File: src/rtl/spi_mosi_ctrl.sv
// Transaction controller and arbiter sharing one spi_mosi byte shifter between NREQ requesters.
// Define SPI_ARB_FIXED_PRIO_EN for fixed lowest-index priority; the default build is round-robin.
//
// state | meaning
// IDLE  | cs high, waiting for any req, picks the winner
// LOAD  | one cycle: present winner's byte, data_av + byte_ack pulse
// SHIFT | cs low for 8 cycles while the shifter clocks the byte out
// GAP   | cs high for CS_GAP cycles, grant released
module spi_mosi_ctrl #(
  parameter int NREQ      = 4,
  parameter int MAX_BURST = 16,
  parameter int CS_GAP    = 2
) (
  input  logic                spi_clk,
  input  logic                spi_rst_n,
  input  logic [NREQ-1:0]     req,
  input  logic [8*NREQ-1:0]   req_data,
  input  logic [NREQ-1:0]     req_last,
  output logic [NREQ-1:0]     grant,
  output logic [NREQ-1:0]     byte_ack,
  output logic                spi_cs,
  output logic                data_av,
  output logic [7:0]          spi_mosi_in,
  output logic                busy
);

  localparam int IW = $clog2(NREQ);
  localparam int BW = $clog2(MAX_BURST + 1);
  localparam int GW = $clog2(CS_GAP + 1);

  typedef enum logic [1:0] {IDLE, LOAD, SHIFT, GAP} state_t;

  state_t          state_q, state_d;
  logic [IW-1:0]   win_q, win_d;
  logic [IW-1:0]   arb_idx;
  logic            arb_vld;
  logic [2:0]      bit_q, bit_d;
  logic [BW-1:0]   cnt_q, cnt_d;
  logic [GW-1:0]   gap_q, gap_d;
  logic            last_q, last_d;
  logic [7:0]      mosi_q, mosi_d;
  logic [NREQ-1:0] win_oh;

  assign win_oh = NREQ'(1) << win_q;

`ifdef SPI_ARB_FIXED_PRIO_EN
  always_comb begin
    arb_vld = 1'b0;
    arb_idx = '0;
    for (int i = NREQ - 1; i >= 0; i--) begin
      if (req[i]) begin
        arb_vld = 1'b1;
        arb_idx = IW'(i);
      end
    end
  end
`else
  logic [IW-1:0] rr_q, rr_d;
  logic [IW:0]   cand;

  // Descending scan so the candidate nearest rr_q+1 is assigned last and wins.
  always_comb begin
    arb_vld = 1'b0;
    arb_idx = '0;
    cand    = '0;
    for (int i = NREQ; i >= 1; i--) begin
      cand = {1'b0, rr_q} + (IW+1)'(i);
      if (cand >= (IW+1)'(NREQ)) cand = cand - (IW+1)'(NREQ);
      if (req[cand[IW-1:0]]) begin
        arb_vld = 1'b1;
        arb_idx = cand[IW-1:0];
      end
    end
  end
`endif

  always_comb begin
    state_d     = state_q;
    win_d       = win_q;
    bit_d       = bit_q;
    cnt_d       = cnt_q;
    gap_d       = gap_q;
    last_d      = last_q;
    mosi_d      = mosi_q;
`ifndef SPI_ARB_FIXED_PRIO_EN
    rr_d        = rr_q;
`endif
    spi_cs      = 1'b1;
    data_av     = 1'b0;
    spi_mosi_in = mosi_q;
    grant       = '0;
    byte_ack    = '0;
    busy        = 1'b1;
    case (state_q)
      IDLE: begin
        busy = 1'b0;
        if (arb_vld) begin
          win_d   = arb_idx;
          state_d = LOAD;
        end
      end
      LOAD: begin
        grant       = win_oh;
        byte_ack    = win_oh;
        data_av     = 1'b1;
        spi_mosi_in = req_data[{win_q, 3'b000} +: 8];
        mosi_d      = req_data[{win_q, 3'b000} +: 8];
        last_d      = req_last[win_q];
        cnt_d       = cnt_q + BW'(1);
        bit_d       = 3'd0;
        // CS stays low between bytes of a burst; only the first LOAD sees it high.
        spi_cs      = (cnt_q == '0);
        state_d     = SHIFT;
      end
      SHIFT: begin
        grant  = win_oh;
        spi_cs = 1'b0;
        bit_d  = bit_q + 3'd1;
        if (bit_q == 3'd7) begin
          if (last_q || cnt_q == BW'(MAX_BURST) || !req[win_q]) begin
            gap_d   = GW'(CS_GAP - 1);
            state_d = GAP;
          end else begin
            state_d = LOAD;
          end
        end
      end
      GAP: begin
        cnt_d = '0;
`ifndef SPI_ARB_FIXED_PRIO_EN
        rr_d  = win_q;
`endif
        if (gap_q == '0) state_d = IDLE;
        else             gap_d   = gap_q - GW'(1);
      end
    endcase
  end

  always_ff @(posedge spi_clk) begin
    if (!spi_rst_n) begin
      state_q <= IDLE;
      win_q   <= '0;
      bit_q   <= '0;
      cnt_q   <= '0;
      gap_q   <= '0;
      last_q  <= 1'b0;
      mosi_q  <= 8'h00;
`ifndef SPI_ARB_FIXED_PRIO_EN
      rr_q    <= IW'(NREQ - 1);
`endif
    end else begin
      state_q <= state_d;
      win_q   <= win_d;
      bit_q   <= bit_d;
      cnt_q   <= cnt_d;
      gap_q   <= gap_d;
      last_q  <= last_d;
      mosi_q  <= mosi_d;
`ifndef SPI_ARB_FIXED_PRIO_EN
      rr_q    <= rr_d;
`endif
    end
  end

endmodule

File: config.mk
export PLATFORM = sky130hd
export DESIGN_NAME = spi_mosi_ctrl
export DESIGN_NICKNAME = d
export VERILOG_FILES = /design/src/rtl/spi_mosi_ctrl.sv
export SDC_FILE = /design/constraint.sdc
export NUM_CORES = 1
export LEC_CHECK = 0
export ABC_AREA = 1
export BUFFER_PORTS_ARGS = -buffer_cell sky130_fd_sc_hd__buf_2
export CAP_MARGIN = 20
export CORE_MARGIN = 2
export CORE_UTILIZATION = 50
export DETAILED_ROUTE_END_ITERATION = 10
export MAX_ROUTING_LAYER = met4
export PLACE_DENSITY = 0.87
export SLEW_MARGIN = 15
export SYNTH_ARGS = -nofsm -noshare
export SYNTH_HDL_FRONTEND = slang
export SYNTH_SLANG_ARGS = --single-unit
File: constraint.sdc
create_clock -name spi_clk -period 1.85 [get_ports spi_clk]
set_input_delay 0.185 -clock spi_clk [delete_from_list [all_inputs] [get_ports spi_clk]]
set_output_delay 0.185 -clock spi_clk [all_outputs]
set_load 0.02 [all_outputs]
==> results of run 1 <==
[layer usage]
metal	GRT usage, %	vias to the layer above	wire length (um)
met5	-	-	0
li1	-	966	-
met3	3.24	5	249
met2	41.0	62	2160
met4	7.78	0	45
met1	25.7	833	1820
[cell type report]
| type | count | area (sq um) |
|---|---|---|
| clock buffer | 4 | 26.3 |
| fill | 298 | 1180 |
| inverter | 33 | 140 |
| multi-input combinational | 191 | 1060 |
| sequential | 25 | 507 |
| tap | 46 | 57.6 |
| timing repair buffer | 64 | 338 |
| timing repair inverter | 1 | 7.51 |
[timing repair]
| action | in CTS | in global routing |
|---|---|---|
| resized for setup | 3 | 16 |
| setup buffers | 1 | 0 |
| endpoints found under the setup margin | 8 | 19 |
| gates cloned | 0 | 1 |
| hold buffers | 0 | 0 |
[power breakdown]
part,internal [mW],switching [mW]
sequential,0.735,0.147
combinational,0.800,1.42
clock,0.0844,0.158
[critical path, cell delays in order (launching register included)]
cell and delay [ns]:
sky130_fd_sc_hd__dfxtp_1 0.41, sky130_fd_sc_hd__inv_2 0.09, sky130_fd_sc_hd__ha_4 0.19, sky130_fd_sc_hd__buf_6 0.16, sky130_fd_sc_hd__o21ai_0 0.20, sky130_fd_sc_hd__buf_2 0.20
[worst paths after layout]
check | to | slack, ns | from
worst max-delay path | spi_cs | 0.08 | state_q[1]
worst min-delay path | last_q | 0.14 | req_last[2]
worst max register to register | gap_q[0] | 0.29 | state_q[0]
worst min register to register | mosi_q[1] | 0.49 | mosi_q[1]
[cell families after synthesis]
| kind of cell | count (synthesis) |
|---|---|
| flops | 25 |
| compound gates | 56 |
| buf+inv | 42 |
| fa+ha+maj | 9 |
| simple gates | 126 |
[placed cells by master, fill, tap and decap left out, types with 3 or more instances in the layout]
cell,synthesis,layout
sky130_fd_sc_hd__clkbuf_4,0,3
sky130_fd_sc_hd__nand2_2,8,9
sky130_fd_sc_hd__nand2_4,3,3
sky130_fd_sc_hd__nor3_1,4,4
sky130_fd_sc_hd__dfxtp_1,25,22
sky130_fd_sc_hd__a22oi_1,18,17
sky130_fd_sc_hd__a21oi_1,20,20
sky130_fd_sc_hd__ha_1,9,8
sky130_fd_sc_hd__nor2_1,23,22
sky130_fd_sc_hd__inv_1,28,25
sky130_fd_sc_hd__inv_2,2,4
sky130_fd_sc_hd__buf_2,3,60
sky130_fd_sc_hd__o21ai_0,8,8
sky130_fd_sc_hd__nand3_1,12,12
sky130_fd_sc_hd__nand2_1,70,69
[sequential cells by signal (all words and copies together), names as in the netlist]
register / flops
state_q: 2
bit_q: 3
mosi_q: 8
gap_q: 2
last_q: 1
win_q: 2
cnt_q: 5
rr_q: 2
[through the flow]
stage | setup WS [ns] | hold slack (ns) | cells | area (sq um)
detailed placement | 0.209 | 0.464 | 358 | 2040
CTS | 0.0275 | 0.138 | 363 | 2080
finish | 0.0811 | 0.138 | 364 | 2130
global route | -0.0110 | 0.149 | 364 | 2130
floorplan | 0.198 | 0.365 | 258 | 1710
global placement | 0.286 | 0.462 | 358 | 2040
==> flow_summary.rst, run 1 <==
.. list-table::
   :header-rows: 1

   * - Metric
     - Value
   * - Quantity of I/O buffers inserted on ports
     - 60
   * - Area growth from synthesis to layout
     - 25.1%
   * - Final hold violation count
     - 0
   * - CTS tree
     - done
   * - Residual DRC count
     - 0
   * - Max Clock Freq
     - about 570 MHz
   * - Critical Path Fanout Max
     - 16
   * - Endpoint class of the critical path
     - primary output
   * - First-pass GRT wire length
     - approximately 7.1 mm
   * - Required time of the critical path
     - ~1.7 ns
   * - Max Slew Vio Count
     - 0
   * - TNS Setup
     - 0 ns
   * - Synthesized-area fraction occupied by and/or/nand/nor cells
     - 33.3%
   * - Syn avg cell area
     - roughly 6.6 sq um
   * - HPWL reported at the end of detailed placement
     - 3.27 mm
   * - Number of nets with antenna violations after routing
     - 0
   * - Post-Route Utilization
     - 64.5%
   * - Maximum number of buffers from clock root to sink
     - 2
   * - Class of the tightest hold or removal check
     - input pin to register
   * - Antenna diode count
     - 0
   * - Xor/xnor cell area share of the yosys netlist
     - 0%
   * - Die boundary width
     - 62.4 um
   * - Run status
     - completed
   * - Pwr/cell area
     - between 1500 and 2000 mW/mm^2
   * - Final Net Count
     - 370
   * - Final setup violation count
     - 0
   * - Core outline area
     - approximately 0.0033 sq mm
   * - Top area cells in the synthesized netlist
     - sky130_fd_sc_hd__dfxtp_1, sky130_fd_sc_hd__nand2_1, sky130_fd_sc_hd__a22oi_1, sky130_fd_sc_hd__ha_1, sky130_fd_sc_hd__inv_1
   * - Adder and majority cell fraction of the synthesized area
     - roughly 6.6%
   * - Pin slew with the least headroom to its limit
     - 0.429 ns
   * - Layout cell share with drive strength beyond 1
     - 32.1%
   * - # IOs
     - 61
   * - Count of standard-cell rows
     - 21
   * - Ratio of routed vias to standard cells
     - around 5
   * - CP Launch Type
     - register
   * - Synth Cell Area
     - 0.00171 sq mm
   * - GRT Util Overall
     - roughly 23%
   * - Synthesis Warnings
     - 0
   * - Category of the most critical setup path
     - register to primary output
   * - Share of flip-flops with an asynchronous set or reset
     - 0%
   * - Die ar.
     - 0.00390 sq mm
   * - Number of buffers created by CTS
     - 3
   * - Vias in the first global route
     - about 1,800
   * - Arrival time at the worst endpoint
     - about 1.6 ns
   * - Routed WL
     - between 4 and 5 mm
   * - Total vias in the final route
     - about 1,900
   * - Antenna violations before repair
     - 0
   * - Min Tclk post-route
     - approximately 1.8 ns
   * - Synth Flop Type
     - sky130_fd_sc_hd__dfxtp_1
   * - Maximum number of pins on one net before global-route repair
     - 17
   * - Ratio of final minimum period to clock period
     - between 90% and 100%
   * - Total number of H-tree levels
     - 1
   * - Violation count after the first detailed-route iteration
     - 85
   * - Max-cap violations
     - 0
   * - Number of cells produced by synthesis
     - ~260
   * - Routed wire per std cell
     - roughly 12 um
   * - VDD IR max
     - ~0.84 mV
   * - Post-layout power
     - around 3.3 mW
   * - Routability-driven placement congestion ratio
     - a little under 0.9
   * - Distinct cells, synth
     - 31
   * - Worst max-slew margin expressed relative to the limit
     - between 70% and 80%
   * - Post-synth top area cell
     - sky130_fd_sc_hd__dfxtp_1
   * - Initial Utilization
     - roughly half
   * - Largest family of logic cells by synthesized area
     - simple AND/OR/NAND/NOR gates
   * - Chip height
     - 62.4 um
   * - Top cell types by occurrence after synthesis
     - sky130_fd_sc_hd__nand2_1, sky130_fd_sc_hd__inv_1, sky130_fd_sc_hd__dfxtp_1
   * - CTS root buffer
     - sky130_fd_sc_hd__clkbuf_4
   * - Number of storage elements in the synthesis netlist
     - 25
   * - Net Count, Synth
     - around 310
   * - Multiplexer area fraction after synthesis
     - 0%
   * - Pre-Repair DR Iteration Count
     - 4
   * - Clock tree skew after final layout
     - roughly 0.005 ns
   * - Clock latency at the later pin of the worst-skew pair
     - 0.32 ns
   * - Clock-pin slew reported for the worst setup and hold paths after clock tree synthesis
     - 0.13 ns
   * - Synth Area in Compound Gates
     - between 20 and 25%
   * - Number of cell instances on the worst register-to-register path
     - 7
   * - Most frequently used cell type in the post-synthesis netlist
     - sky130_fd_sc_hd__nand2_1
   * - Hold Path Stages
     - 3
   * - Clock sinks
     - 25
   * - Area fraction of the dominant cell type after synthesis
     - 29.3%
   * - Leak Pwr
     - ~1.1 nW
   * - Total overflow reported by the global router
     - 0
   * - Post-synth EDFFs
     - 0
   * - Portion of the post-synthesis area used by sequential elements
     - slightly below 30%
Power figures use the tool's default switching activity.
==> run 2: changes to the inputs <==
--- a/config.mk
+++ b/config.mk
@@ -9,9 +9,9 @@
 export BUFFER_PORTS_ARGS = -buffer_cell sky130_fd_sc_hd__buf_2
 export CAP_MARGIN = 20
-export CORE_MARGIN = 2
 export CORE_UTILIZATION = 50
 export DETAILED_ROUTE_END_ITERATION = 10
 export MAX_ROUTING_LAYER = met4
 export PLACE_DENSITY = 0.87
+export RECOVER_POWER = 25
 export SLEW_MARGIN = 15
 export SYNTH_ARGS = -nofsm -noshare
==> constraint.sdc (replaced) <==
create_clock -name spi_clk -period 1.85 [get_ports spi_clk]
set_input_delay 0.185 -clock spi_clk [delete_from_list [all_inputs] [get_ports spi_clk]]
set_output_delay 0.185 -clock spi_clk [all_outputs]
set_load 0.01 [all_outputs]
==> flow_summary.rst, run 2 (synthesis gave the netlist of run 1 again) <==
.. list-table::
   :header-rows: 1

   * - Metric
     - Value
   * - Total number of H-tree levels
     - 1
   * - Quantity of I/O buffers inserted on ports
     - 60
   * - Critical Path Fanout Max
     - 6
   * - VDD IR max
     - approximately 0.67 mV
   * - Chip height
     - between 60 and 70 um
   * - GRT Util Overall
     - 23.6%
   * - Category of the most critical setup path
     - register to primary output
   * - Area growth from synthesis to layout
     - 23.6%
   * - Final Net Count
     - 371
   * - Final setup violation count
     - 0
   * - Endpoint class of the critical path
     - primary output
   * - Clock tree skew after final layout
     - approximately 0.0024 ns
   * - Clock-pin slew reported for the worst setup and hold paths after clock tree synthesis
     - 0.14 ns
   * - Max-cap violations
     - 0
   * - Min Tclk post-route
     - ~1.8 ns
   * - Die boundary width
     - approximately 60 um
   * - Count of standard-cell rows
     - 20
   * - CTS tree
     - done
   * - Required time of the critical path
     - around 1.7 ns
   * - # IOs
     - 61
   * - RSZ-0062 raised after global routing
     - true
   * - Initial Utilization
     - between 50 and 60%
   * - Total vias in the final route
     - 1,855
   * - Arrival time at the worst endpoint
     - around 1.6 ns
   * - Worst max-slew margin expressed relative to the limit
     - just over 70%
   * - Max Slew Vio Count
     - 0
   * - Routed WL
     - approximately 4 mm
   * - Max Clock Freq
     - approximately 560 MHz
   * - Pin slew with the least headroom to its limit
     - between 0.4 and 0.5 ns
   * - Core outline area
     - about 0.0032 sq mm
   * - Clock latency at the later pin of the worst-skew pair
     - between 0.3 and 0.4 ns
   * - Antenna violations before repair
     - 0
   * - Regs by FF count
     - mosi_q (8), cnt_q (5), bit_q (3)
   * - First-pass GRT wire length
     - 6.47 mm
   * - Most common library cell in the layout ignoring fill and taps
     - sky130_fd_sc_hd__nand2_1
   * - Final hold violation count
     - 0
   * - Layout cell share with drive strength beyond 1
     - 30.4%
   * - Total overflow reported by the global router
     - 0
   * - Pwr/cell area
     - roughly 1500 mW/mm^2
   * - Maximum number of pins on one net before global-route repair
     - 15
   * - Pre-Repair DR Iteration Count
     - 4
   * - Commonest cells after routing, fill and taps aside
     - sky130_fd_sc_hd__nand2_1, sky130_fd_sc_hd__buf_2, sky130_fd_sc_hd__inv_1
   * - Routed wire per std cell
     - roughly 11 um
   * - Residual DRC count
     - 0
   * - Leak Pwr
     - about 1.1 nW
   * - Antenna diode count
     - 0
   * - CTS root buffer
     - sky130_fd_sc_hd__clkbuf_4
   * - Number of buffers created by CTS
     - 3
   * - TNS Setup
     - 0 ns
   * - Run status
     - completed
   * - HPWL reported at the end of detailed placement
     - ~3.1 mm
   * - Die ar.
     - around 0.0037 sq mm
   * - Clock sinks
     - 25
   * - CP Launch Type
     - register
   * - Count of hold buffers inserted by post-cts repair
     - 0
   * - Number of nets with antenna violations after routing
     - 0
   * - Largest register FFs
     - 8
   * - Ratio of final minimum period to clock period
     - a little over nine tenths
   * - Violation count after the first detailed-route iteration
     - a little under 100
   * - Routability-driven placement congestion ratio
     - between 0.8 and 0.9
   * - Register name with the most flops
     - mosi_q
   * - Maximum number of buffers from clock root to sink
     - 2
   * - Ratio of routed vias to standard cells
     - ~5
   * - Class of the tightest hold or removal check
     - input pin to register
   * - Post-Route Utilization
     - between 60 and 70%
   * - Vias in the first global route
     - between 1,500 and 2,000
==> run 2: changes by cell type in the layout (fill, tap and decap cells not counted), moves of 2 or more <==
| cell | delta |
|---|---|
| sky130_fd_sc_hd__buf_4 | +3 |
| sky130_fd_sc_hd__inv_2 | -2 |
| sky130_fd_sc_hd__buf_6 | -2 |
| sky130_fd_sc_hd__inv_1 | +2 |
==> run 2: per-layer routing <==
| layer | vias up | global-route usage (%) | part of all wire (%) | wire, um |
|---|---|---|---|---|
| li1 | 968 | - | - | - |
| met1 | 816 | 28.9 | 45 | 1810 |
| met2 | 67 | 40.3 | 48 | 1940 |
| met3 | 4 | 3.20 | 5.6 | 225 |
| met4 | 0 | 7.14 | 0.78 | 31 |
| met5 | - | - | 0 | 0 |
==> run 2: what timing repair did <==
item	in CTS	in global routing
resized for setup	2	6
setup endpoints to repair	8	13
cloned	0	1
setup buffers	1	0
==> run 2: final cells by class <==
type / count / area, sq um
fill: 302 / 1040
tap: 44 / 55.1
clock buffer: 3 / 22.5
multi-input combinational: 191 / 1040
timing repair buffer: 65 / 338
clock inverter: 1 / 5.00
sequential: 25 / 503
timing repair inverter: 1 / 7.51
inverter: 33 / 140
==> run 2: power by group <==
group / internal, mW / leakage [nW] / switching (mW)
Combinational: 0.779 / 0.906 / 1.21
Sequential: 0.729 / 0.205 / 0.139
Clock: 0.0813 / 0.0177 / 0.171
Total: 1.59 / 1.13 / 1.52
==> run 2: path summary, 6_finish.rpt <==
| kind | to | cells past startpoint | slack [ns] | startpoint |
|---|---|---|---|---|
| max | grant[0] | 5 | 0.05 | state_q[0] |
| min | last_q | 3 | 0.15 | req_last[3] |
| max reg2reg | gap_q[1] | 8 | 0.18 | state_q[0] |
| min reg2reg | mosi_q[4] | 2 | 0.48 | mosi_q[4] |
==> run 2: worst max-delay path: stages, from the launching register on <==
cell and delay (ns):
sky130_fd_sc_hd__dfxtp_2 0.41, sky130_fd_sc_hd__inv_1 0.10, sky130_fd_sc_hd__ha_1 0.36, sky130_fd_sc_hd__inv_1 0.19, sky130_fd_sc_hd__nor2_1 0.08, sky130_fd_sc_hd__buf_2 0.14
==> run 2: through the flow <==
| step | instances | instance area, sq um | power (mW) | setup WS (ns) | hold slack [ns] |
|---|---|---|---|---|---|
| floorplan | 258 | 1710 | 2.22 | 0.338 | 0.365 |
| global placement | 357 | 2050 | 2.73 | 0.292 | 0.464 |
| detailed placement | 357 | 2050 | 2.76 | 0.234 | 0.465 |
| CTS | 362 | 2090 | 3.05 | 0.0114 | 0.153 |
| global route | 363 | 2110 | 3.40 | -0.0172 | 0.153 |
| finish | 363 | 2110 | 3.10 | 0.0495 | 0.154 |
